$ cat config.mk
export PLATFORM = sky130hd
export DESIGN_NAME = load_store_unit
export DESIGN_NICKNAME = d
export VERILOG_FILES = /design/src/rtl/load_store_unit.sv
export SDC_FILE = /design/constraint.sdc
export NUM_CORES = 1
export LEC_CHECK = 0
export CELL_PAD_IN_SITES_DETAIL_PLACEMENT = 0
export CELL_PAD_IN_SITES_GLOBAL_PLACEMENT = 1
export CORE_MARGIN = 5
export CORE_UTILIZATION = 30
export CTS_BUF_LIST = sky130_fd_sc_hd__clkbuf_8
export DETAILED_ROUTE_END_ITERATION = 8
export PLACE_DENSITY_LB_ADDON = 0.1
export SLEW_MARGIN = 10
export SYNTH_ARGS = -nofsm -noshare
export SYNTH_HDL_FRONTEND = slang
export SYNTH_SLANG_ARGS = --single-unit
$ cat constraint.sdc
create_clock -name clk -period 1.8 [get_ports clk]
set_input_delay 0.18 -clock clk [delete_from_list [all_inputs] [get_ports clk]]
set_output_delay 0.18 -clock clk [all_outputs]
set_load 0.005 [all_outputs]
$ cat src/rtl/load_store_unit.sv
// Load/store initiator for a 256x32 synchronous data memory. Latency: error 1, word store 2,
// load 3, subword store 4 cycles; req_ready high only in IDLE, so one transaction at a time.
module load_store_unit #(
    parameter int MEM_WORDS = 256
) (
    input  logic        clk,
    input  logic        rst,
    input  logic        req_valid,
    output logic        req_ready,
    input  logic        req_write,
    input  logic [1:0]  req_size,
    input  logic        req_unsigned,
    input  logic [31:0] req_addr,
    input  logic [31:0] req_wdata,
    output logic        resp_valid,
    output logic [31:0] resp_rdata,
    output logic        resp_err,
    output logic [31:0] mem_addr,
    output logic        mem_read,
    output logic        mem_write,
    output logic [31:0] mem_wdata,
    input  logic [31:0] mem_rdata
);

    localparam logic [31:0] ADDR_LIMIT = 32'(4 * MEM_WORDS);

    typedef enum logic [2:0] {IDLE, RD, CAP, WR, RESP} state_t;

    state_t      state_q, state_d;
    logic        write_q, write_d;
    logic [1:0]  size_q, size_d;
    logic        unsigned_q, unsigned_d;
    logic [31:0] addr_q, addr_d;
    logic [31:0] word_q, word_d;
    logic [31:0] rdata_q, rdata_d;
    logic        err_q, err_d;

    logic        req_err;
    logic [31:0] byte_sel, half_sel, load_val;
    logic [31:0] byte_mask, half_mask, merged;

    assign req_err = (req_size == 2'd3)
                  || (req_size == 2'd1 && req_addr[0])
                  || (req_size == 2'd2 && req_addr[1:0] != 2'b00)
                  || (req_addr >= ADDR_LIMIT);

    // Little-endian lanes: shift the target lane down to bit 0 for loads, up for merges.
    assign byte_sel  = mem_rdata >> {addr_q[1:0], 3'b000};
    assign half_sel  = mem_rdata >> {addr_q[1], 4'b0000};
    assign byte_mask = 32'h0000_00ff << {addr_q[1:0], 3'b000};
    assign half_mask = 32'h0000_ffff << {addr_q[1], 4'b0000};

    always_comb begin
        load_val = mem_rdata;
        merged   = mem_rdata;
        case (size_q)
            2'd0: begin
                load_val = {{24{~unsigned_q & byte_sel[7]}}, byte_sel[7:0]};
                merged   = (mem_rdata & ~byte_mask)
                         | (({24'b0, word_q[7:0]} << {addr_q[1:0], 3'b000}) & byte_mask);
            end
            2'd1: begin
                load_val = {{16{~unsigned_q & half_sel[15]}}, half_sel[15:0]};
                merged   = (mem_rdata & ~half_mask)
                         | (({16'b0, word_q[15:0]} << {addr_q[1], 4'b0000}) & half_mask);
            end
            default: begin
                load_val = mem_rdata;
                merged   = mem_rdata;
            end
        endcase
    end

    always_comb begin
        state_d    = state_q;
        write_d    = write_q;
        size_d     = size_q;
        unsigned_d = unsigned_q;
        addr_d     = addr_q;
        word_d     = word_q;
        rdata_d    = rdata_q;
        err_d      = err_q;
        case (state_q)
            IDLE: begin
                if (req_valid) begin
                    write_d    = req_write;
                    size_d     = req_size;
                    unsigned_d = req_unsigned;
                    addr_d     = req_addr;
                    word_d     = req_wdata;
                    rdata_d    = 32'd0;
                    err_d      = req_err;
                    if (req_err)
                        state_d = RESP;
                    else if (req_write && req_size == 2'd2)
                        state_d = WR;
                    else
                        state_d = RD;
                end
            end
            RD:  state_d = CAP;
            CAP: begin
                if (write_q) begin
                    word_d  = merged;
                    state_d = WR;
                end else begin
                    rdata_d = load_val;
                    state_d = RESP;
                end
            end
            WR:      state_d = RESP;
            RESP:    state_d = IDLE;
            default: state_d = IDLE;
        endcase
    end

    always_ff @(posedge clk) begin
        if (rst) begin
            state_q    <= IDLE;
            write_q    <= 1'b0;
            size_q     <= 2'd0;
            unsigned_q <= 1'b0;
            addr_q     <= 32'd0;
            word_q     <= 32'd0;
            rdata_q    <= 32'd0;
            err_q      <= 1'b0;
        end else begin
            state_q    <= state_d;
            write_q    <= write_d;
            size_q     <= size_d;
            unsigned_q <= unsigned_d;
            addr_q     <= addr_d;
            word_q     <= word_d;
            rdata_q    <= rdata_d;
            err_q      <= err_d;
        end
    end

    // A write in flight when reset hits must not reach the memory.
    assign mem_write  = (state_q == WR) && !rst;
    assign mem_read   = (state_q == RD);
    assign mem_addr   = (state_q == RD || state_q == WR) ? {2'b00, addr_q[31:2]} : 32'd0;
    assign mem_wdata  = (state_q == WR) ? word_q : 32'd0;
    assign req_ready  = (state_q == IDLE);
    assign resp_valid = (state_q == RESP);
    assign resp_err   = (state_q == RESP) && err_q;
    assign resp_rdata = (state_q == RESP) ? rdata_q : 32'd0;

endmodule
==> metrics.csv, run 1 <==
stage,metric,value,unit
status,status,"complete, but fails checks",
status,failing checks,negative setup slack,
cts,largest buffer count on any clock path,2,
die,Die ar.,22010,um2
detailed_routing,Vias,6427,
job,Max-cap violations,0,
timing,fmax,543.6,MHz
worst_setup_path,worst endpoint required time,1.62,ns
power_and_ir_drop,PwrDens,589.9,nW/um2
worst_setup_path,Crit. path cell count,5,
detailed_routing,Vias/cell,5.387,
die,num rows,50,
cts,clk sink count,104,
timing,Final WS setup,-0.03945,ns
cts,"Clk Latency, worst-skew pair",0.40,ns
power_and_ir_drop,clock share of power,0.303,
worst_setup_path,CP max-delay cell,dfxtp_4,
synth,ys flop type,dfxtp_1,
synth,most area-hungry cell type in the Yosys netlist,dfxtp_1,
synth,largest family of logic cells by synthesized area,simple AND/OR/NAND/NOR gates,
detailed_routing,Met3 Wirelength,1886,um
final_layout,share of layout cells above drive strength 1,0.2200,
synth,adder-cell share of the synthesized area,0,
timing,Worst Skew,0.01621,ns
global_routing,total congestion overflow,0,
synth,post-synth top area share,0.3625,
timing,WHS,0.2912,ns
worst_setup_path,"Largest delay share family, worst path",buffers and inverters,
die,Ports,204,
cts,CTS Hold Bufs,0,
synth,top post-synthesis cells by area,"dfxtp_1 36%, nand2_1 7.6%, and2_1 7.1%",
die,chip height,148.4,um
timing,Tmin final,1.839,ns
worst_setup_path,CP arrival,1.66,ns
worst_setup_path,CP startpoint,state_q[0],
final_layout,ant diodes,0,
synth,ys async rst share,0,
synth,Post-Syn Instances,727,
timing,Final TNS setup,-0.2855,ns
cts,H-tree depth,3,
final_layout,area delta synth->final,49.19,%
detailed_routing,met2 wire len,11850,um
timing,final hold violations,0,
timing,Max-slew headroom,0.5935,
detailed_routing,initial drt markers,420,
detailed_routing,routed length per instance,20.19,um
power_and_ir_drop,Int Pwr,0.003551,W
detailed_routing,number of nets with antenna violations after routing,0,
detailed_routing,Top Layer Used,met4,
power_and_ir_drop,sw frac,0.2975,
detailed_routing,DRC,0,
worst_setup_path,worst path cell trace,"nor2b_4, buf_12, clkbuf_16, and3_1, clkdlybuf4s15_2",
global_routing,initial antenna violation count,0,
synth,post-synthesis simple-gate area fraction,0.2782,
synth,Yosys reg bits,104,
die,initial core utilization,0.3060,
final_layout,nets@finish,1057,
power_and_ir_drop,P_sw,0.001504,W
die,core area,18770,um2
global_routing,vias in the first global route,6560,
worst_setup_path,Startpoint Class,flop,
place,dpl hpwl,17830,um
synth,synth warn,0,
synth,Avg Inst Size Synth,7.900,um2
synth,Unique masters post-synth,51,
place,Post-DP Area,8356,um2
detailed_routing,M1 WL,9764,um
cts,"Reg clk slew, reported paths",0.10,ns
worst_setup_path,Crit. End Element,primary output,
synth,post-synthesis compound-gate area fraction,0.2593,
timing,max-slew violations,0,
place,Port Buffers,201,
hold_path,Hold Startpoint,rst,
worst_setup_path,reg2reg setup slack,0.08,ns
power_and_ir_drop,LEAKAGE,3.574,nW
hold_path,WHS Path Cells,3,
detailed_routing,final wirelength,24080,um
cts,CTS Buf Count,9,
synth,sequential area share after synthesis,0.3625,
timing,Worst-Margin Slew,0.6056,ns
worst_setup_path,r2r startpoint,state_q[2],
die,Die Width,148.4,um
synth,number of synthesized flops with an enable pin,0,
power_and_ir_drop,register share of total power,0.491,
synth,Mapped Area,5743,um2
worst_setup_path,R2R depth,6,
worst_setup_path,crit path max fanout,13,
cts,CTS tree,built,
hold_path,HP Class,input port to flop,
synth,portion of netlist area occupied by mux cells,0.03725,
power_and_ir_drop,combinational power share,0.205,
global_routing,first-pass GRT wire length,36300,um
final_layout,post-route cell area,8568,um2
worst_setup_path,Setup Crit Path Kind,flop to primary output,
cts,Root Buffer Master,clkbuf_8,
timing,RSZ-0062 raised after global routing,yes,
timing,Final Cycle Share,1.022,
power_and_ir_drop,VDD IR max,0.3091,mV
global_routing,Total GRT Usage,0.2080,
synth,XOR/XNOR Fraction of Synth Area,0,
timing,# setup viols final,12,
worst_setup_path,WP buf/inv,3,
worst_setup_path,Critical Path Max Stage Delay,0.39,ns
place,RePlAce Congestion,0.8633,
global_routing,largest net degree at the start of global routing,69,
detailed_routing,drt first pass iters,5,
[state kept, by name (all words and copies together) (netlist names)]
name / cells
addr_q: 32
rdata_q: 32
word_q: 32
state_q: 3
size_q: 2
err_q: 1
unsigned_q: 1
write_q: 1
[routing by layer]
layer | track usage | vias to the layer above
met5 | 0 | -
met4 | 0.07945 | 0
met3 | 0.05241 | 37
met2 | 0.3519 | 276
met1 | 0.2550 | 3045
li1 | - | 3069
[cells by family after synthesis]
family | after synthesis
other | 1
AO/OA/AOI/OAI | 215
flip-flops | 104
multiplexers | 20
buffers and inverters | 76
AND/OR/NAND/NOR | 311
[cell usage after synthesis (2+ instances only)]
master,n
nand2_1,117
dfxtp_1,104
and2_1,65
a21oi_1,60
clkbuf_1,49
and3_1,43
o21ai_0,40
nor2_1,24
mux2i_1,18
nand3_1,18
a211oi_1,16
a221o_1,16
buf_2,12
nor2b_1,11
o2bb2ai_1,11
a32o_1,10
a22o_1,9
a22oi_1,9
nand2b_1,9
o32ai_1,9
a221oi_1,7
a31oi_1,7
buf_6,6
nor3_1,6
o21a_1,6
a311oi_1,5
nor4_1,5
buf_1,4
buf_4,3
nor3b_1,3
o211ai_1,3
a21o_1,2
nand3b_1,2
[layout by cell type (no fill, tap or decap), types with 16 or more instances in the layout]
cell             instances
o21ai_0                 39
nand2_1                117
and3_1                  37
a221o_1                 16
buf_2                   19
clkdlybuf4s15_1         16
mux2i_1                 18
clkdlybuf4s50_1        101
a21oi_1                 60
a211oi_1                16
nor2_1                  23
dfxtp_1                 99
buf_4                   64
and2_1                  62
nand3_1                 18
clkbuf_2                50
[worst paths after layout]
check                 end
min             addr_q[2]
max reg2reg   rdata_q[17]
max          mem_wdata[9]
min reg2reg    addr_q[14]
[timing repair]
action                                  CTS  global route
cloned                                    1             7
resized for setup                       203           127
endpoints found under the setup margin  121           129
pin swaps                                 2             4
setup buffers                             7             1
[worst register-to-register path, delay by kind of cell, from the launching register on]
family / cells / cell delay [ns]
buf+inv: 2 / 0.31
compound gates: 1 / 0.17
flops: 1 / 0.37
simple gates: 3 / 0.82
[layout make-up]
type                            instances  area, um2
Tap cell                              234      292.8
Timing Repair Buffer                  287       2544
Multi-Input combinational cell        550       3435
Sequential cell                       104       2096
Inverter                                2      7.507
Fill cell                            1917      10200
Clock buffer                            9      123.9
Clock inverter                          7      70.07
[power groups by stage]
stage / registers, W / logic [W] / clock network, W
finish: 0.00248 / 0.00104 / 0.00153
global route: 0.00250 / 0.00112 / 0.00166
CTS: 0.00248 / 0.00102 / 0.00158
detailed placement: 0.00254 / 0.00101 / 0
global placement: 0.00253 / 0.000997 / 0
floorplan: 0.00251 / 0.000480 / 0
[per-stage QoR]
step / worst slack [ns] / utilization / total power [W] / std cells
floorplan: 0.0003150 / - / 0.002986 / 728
global placement: -0.05126 / 0.4452 / 0.003530 / 1161
detailed placement: -0.1165 / 0.4452 / 0.003546 / 1161
CTS: -0.07326 / 0.4602 / 0.005079 / 1185
global route: -0.09619 / 0.4565 / 0.005286 / 1193
finish: -0.03945 / 0.4565 / 0.005054 / 1193
Power figures use the tool's default switching activity.
==> inputs of run 2 (changes only) <==
CORE_MARGIN = 2   (was 5)
==> metrics.csv, run 2 (synthesized netlist as in run 1, its figures left out) <==
stage,metric,value,unit
status,status,"complete, but fails checks",
status,failing checks,negative setup slack,
cts,"Reg clk slew, reported paths",0.10,ns
timing,WHS,0.2419,ns
final_layout,"most common cell after layout, fill and taps aside",nand2_1,
cts,"Clk Latency, worst-skew pair",0.39,ns
cts,CTS Buf Count,9,
timing,fmax,544.1,MHz
die,chip height,142.4,um
die,Ports,204,
power_and_ir_drop,PwrDens,575.3,nW/um2
final_layout,final core utilization,0.4912,
timing,Worst-Margin Slew,0.6073,ns
timing,Final TNS setup,-0.2520,ns
timing,max-slew violations,0,
worst_setup_path,Setup Crit Path Kind,flop to flop,
cts,CTS Hold Bufs,0,
global_routing,Total GRT Usage,0.2419,
detailed_routing,routed length per instance,20.61,um
die,initial core utilization,0.3060,
global_routing,initial antenna violation count,0,
place,dpl hpwl,17410,um
final_layout,Layout Cells excl Fill,1208,
detailed_routing,DRC,0,
worst_setup_path,crit path max fanout,7,
detailed_routing,number of nets with antenna violations after routing,0,
global_routing,vias in the first global route,6694,
final_layout,share of layout cells above drive strength 1,0.3049,
power_and_ir_drop,combinational power share,0.211,
detailed_routing,Vias/cell,5.475,
die,Die ar.,20270,um2
power_and_ir_drop,clock share of power,0.318,
worst_setup_path,Crit. End Element,flop,
cts,H-tree depth,3,
cts,CTS tree,built,
worst_setup_path,worst endpoint required time,2.06,ns
power_and_ir_drop,sw frac,0.2865,
timing,Final Cycle Share,1.021,
final_layout,area delta synth->final,60.52,%
final_layout,biggest regs,"addr_q (32), rdata_q (32), word_q (32)",
detailed_routing,initial drt markers,483,
place,Placed Instances,1152,
power_and_ir_drop,register share of total power,0.471,
final_layout,"commonest cells after routing, fill and taps aside","117 x nand2_1, 101 x clkdlybuf4s50_1, 99 x dfxtp_1",
place,RePlAce Congestion,0.8712,
final_layout,ant diodes,0,
power_and_ir_drop,Int Pwr,0.003784,W
timing,# setup viols final,17,
die,num rows,50,
job,Max-cap violations,0,
timing,Max-slew headroom,0.5924,
timing,RSZ-0062 raised after global routing,yes,
die,Die Width,142.4,um
detailed_routing,final wirelength,24900,um
timing,Tmin final,1.838,ns
hold_path,HP Class,input port to flop,
cts,largest buffer count on any clock path,2,
global_routing,first-pass GRT wire length,37740,um
final_layout,nets@finish,1072,
worst_setup_path,Startpoint Class,flop,
global_routing,total congestion overflow,0,
cts,Root Buffer Master,clkbuf_8,
power_and_ir_drop,P_sw,0.001519,W
timing,Worst Skew,0.01291,ns
cts,clk sink count,104,
timing,final hold violations,0,
place,Port Buffers,201,
worst_setup_path,CP arrival,2.10,ns
global_routing,largest net degree at the start of global routing,40,
die,core area,18770,um2
timing,Final WS setup,-0.03776,ns
power_and_ir_drop,LEAKAGE,3.793,nW
detailed_routing,Vias,6614,
detailed_routing,drt first pass iters,5,
power_and_ir_drop,VDD IR max,0.3146,mV
## run 2: cell count changes in the layout (fill, tap and decap cells not counted), moves of 16 or more
| cell | previous run | this run |
|---|---|---|
| buf_2 | 19 | 55 |
| and2_1 | 62 | 40 |
| and3_1 | 37 | 21 |
| and2_4 | 6 | 28 |
| buf_6 | 11 | 57 |
| and3_4 | 5 | 22 |
| clkdlybuf4s15_1 | 16 | 0 |
| clkbuf_2 | 50 | 2 |
## run 2: area by class of cell
cell class,count,area (um2)
multi-input cells,551,3651
clock buffers,10,137.6
inverters,2,7.507
flip-flops and latches,104,2093
repair buffers,301,2947
clock inverters,6,90.09
well taps,234,292.8
fillers,1873,9549
## run 2: critical path, cell delays in order (launching register included)
cell	delay, ns
dfxtp_4	0.37
buf_6	0.12
buf_12	0.13
mux2i_4	0.18
buf_6	0.14
a211oi_4	0.26
buf_12	0.18
mux2i_4	0.23
a211oi_1	0.09
## run 2: path summary, 6_finish.rpt
path | startpoint | end | slack, ns | cells after the start
setup / recovery | state_q[1] | word_q[5] | -0.04 | 8
setup reg to reg | state_q[1] | word_q[5] | -0.04 | 8
hold / removal | rst | err_q | 0.24 | 4
hold reg to reg | addr_q[30] | addr_q[30] | 0.46 | 2
## run 2: timing repair
item / in CTS / in global routing
hold endpoints to repair: 0 / 0
pin swaps: 12 / 18
resized for setup: 465 / 86
buffers inserted: 24 / 10
endpoints found under the setup margin: 133 / 132
cloned: 14 / 2
## run 2: metal layers
layer | routed length (um) | track usage | vias up
li1 | - | - | 3110
met1 | 10020 | 0.2909 | 3179
met2 | 12170 | 0.4162 | 283
met3 | 2047 | 0.05686 | 42
met4 | 658 | 0.09745 | 0
met5 | 0 | 0 | -
## run 2: metrics by stage
step           power [W]  setup slack [ns]  cell area, um2
2_1_floorplan   0.002986         0.0003150            5747
3_3_place_gp    0.003510          -0.05218            8288
3_5_place_dp    0.003528           -0.1364            8288
4_1_cts         0.005345          -0.07580            8929
5_1_grt         0.005555          -0.09826            9219
6_report        0.005304          -0.03776            9219
## run 2: power by group through the flow
stage | clock, W | sequential [W] | combinational (W)
3_5_place_dp | 0 | 0.00254 | 0.000985
2_1_floorplan | 0 | 0.00251 | 0.000480
5_1_grt | 0.00184 | 0.00251 | 0.00121
3_3_place_gp | 0 | 0.00254 | 0.000970
6_report | 0.00169 | 0.00250 | 0.00112
4_1_cts | 0.00175 | 0.00249 | 0.00111
==> inputs of run 3 (changes only) <==
HOLD_SLACK_MARGIN = 0.05   (was unset)
==> results of run 3 <==
No change in the layout: final DEF, timing and power equal those of run 2.
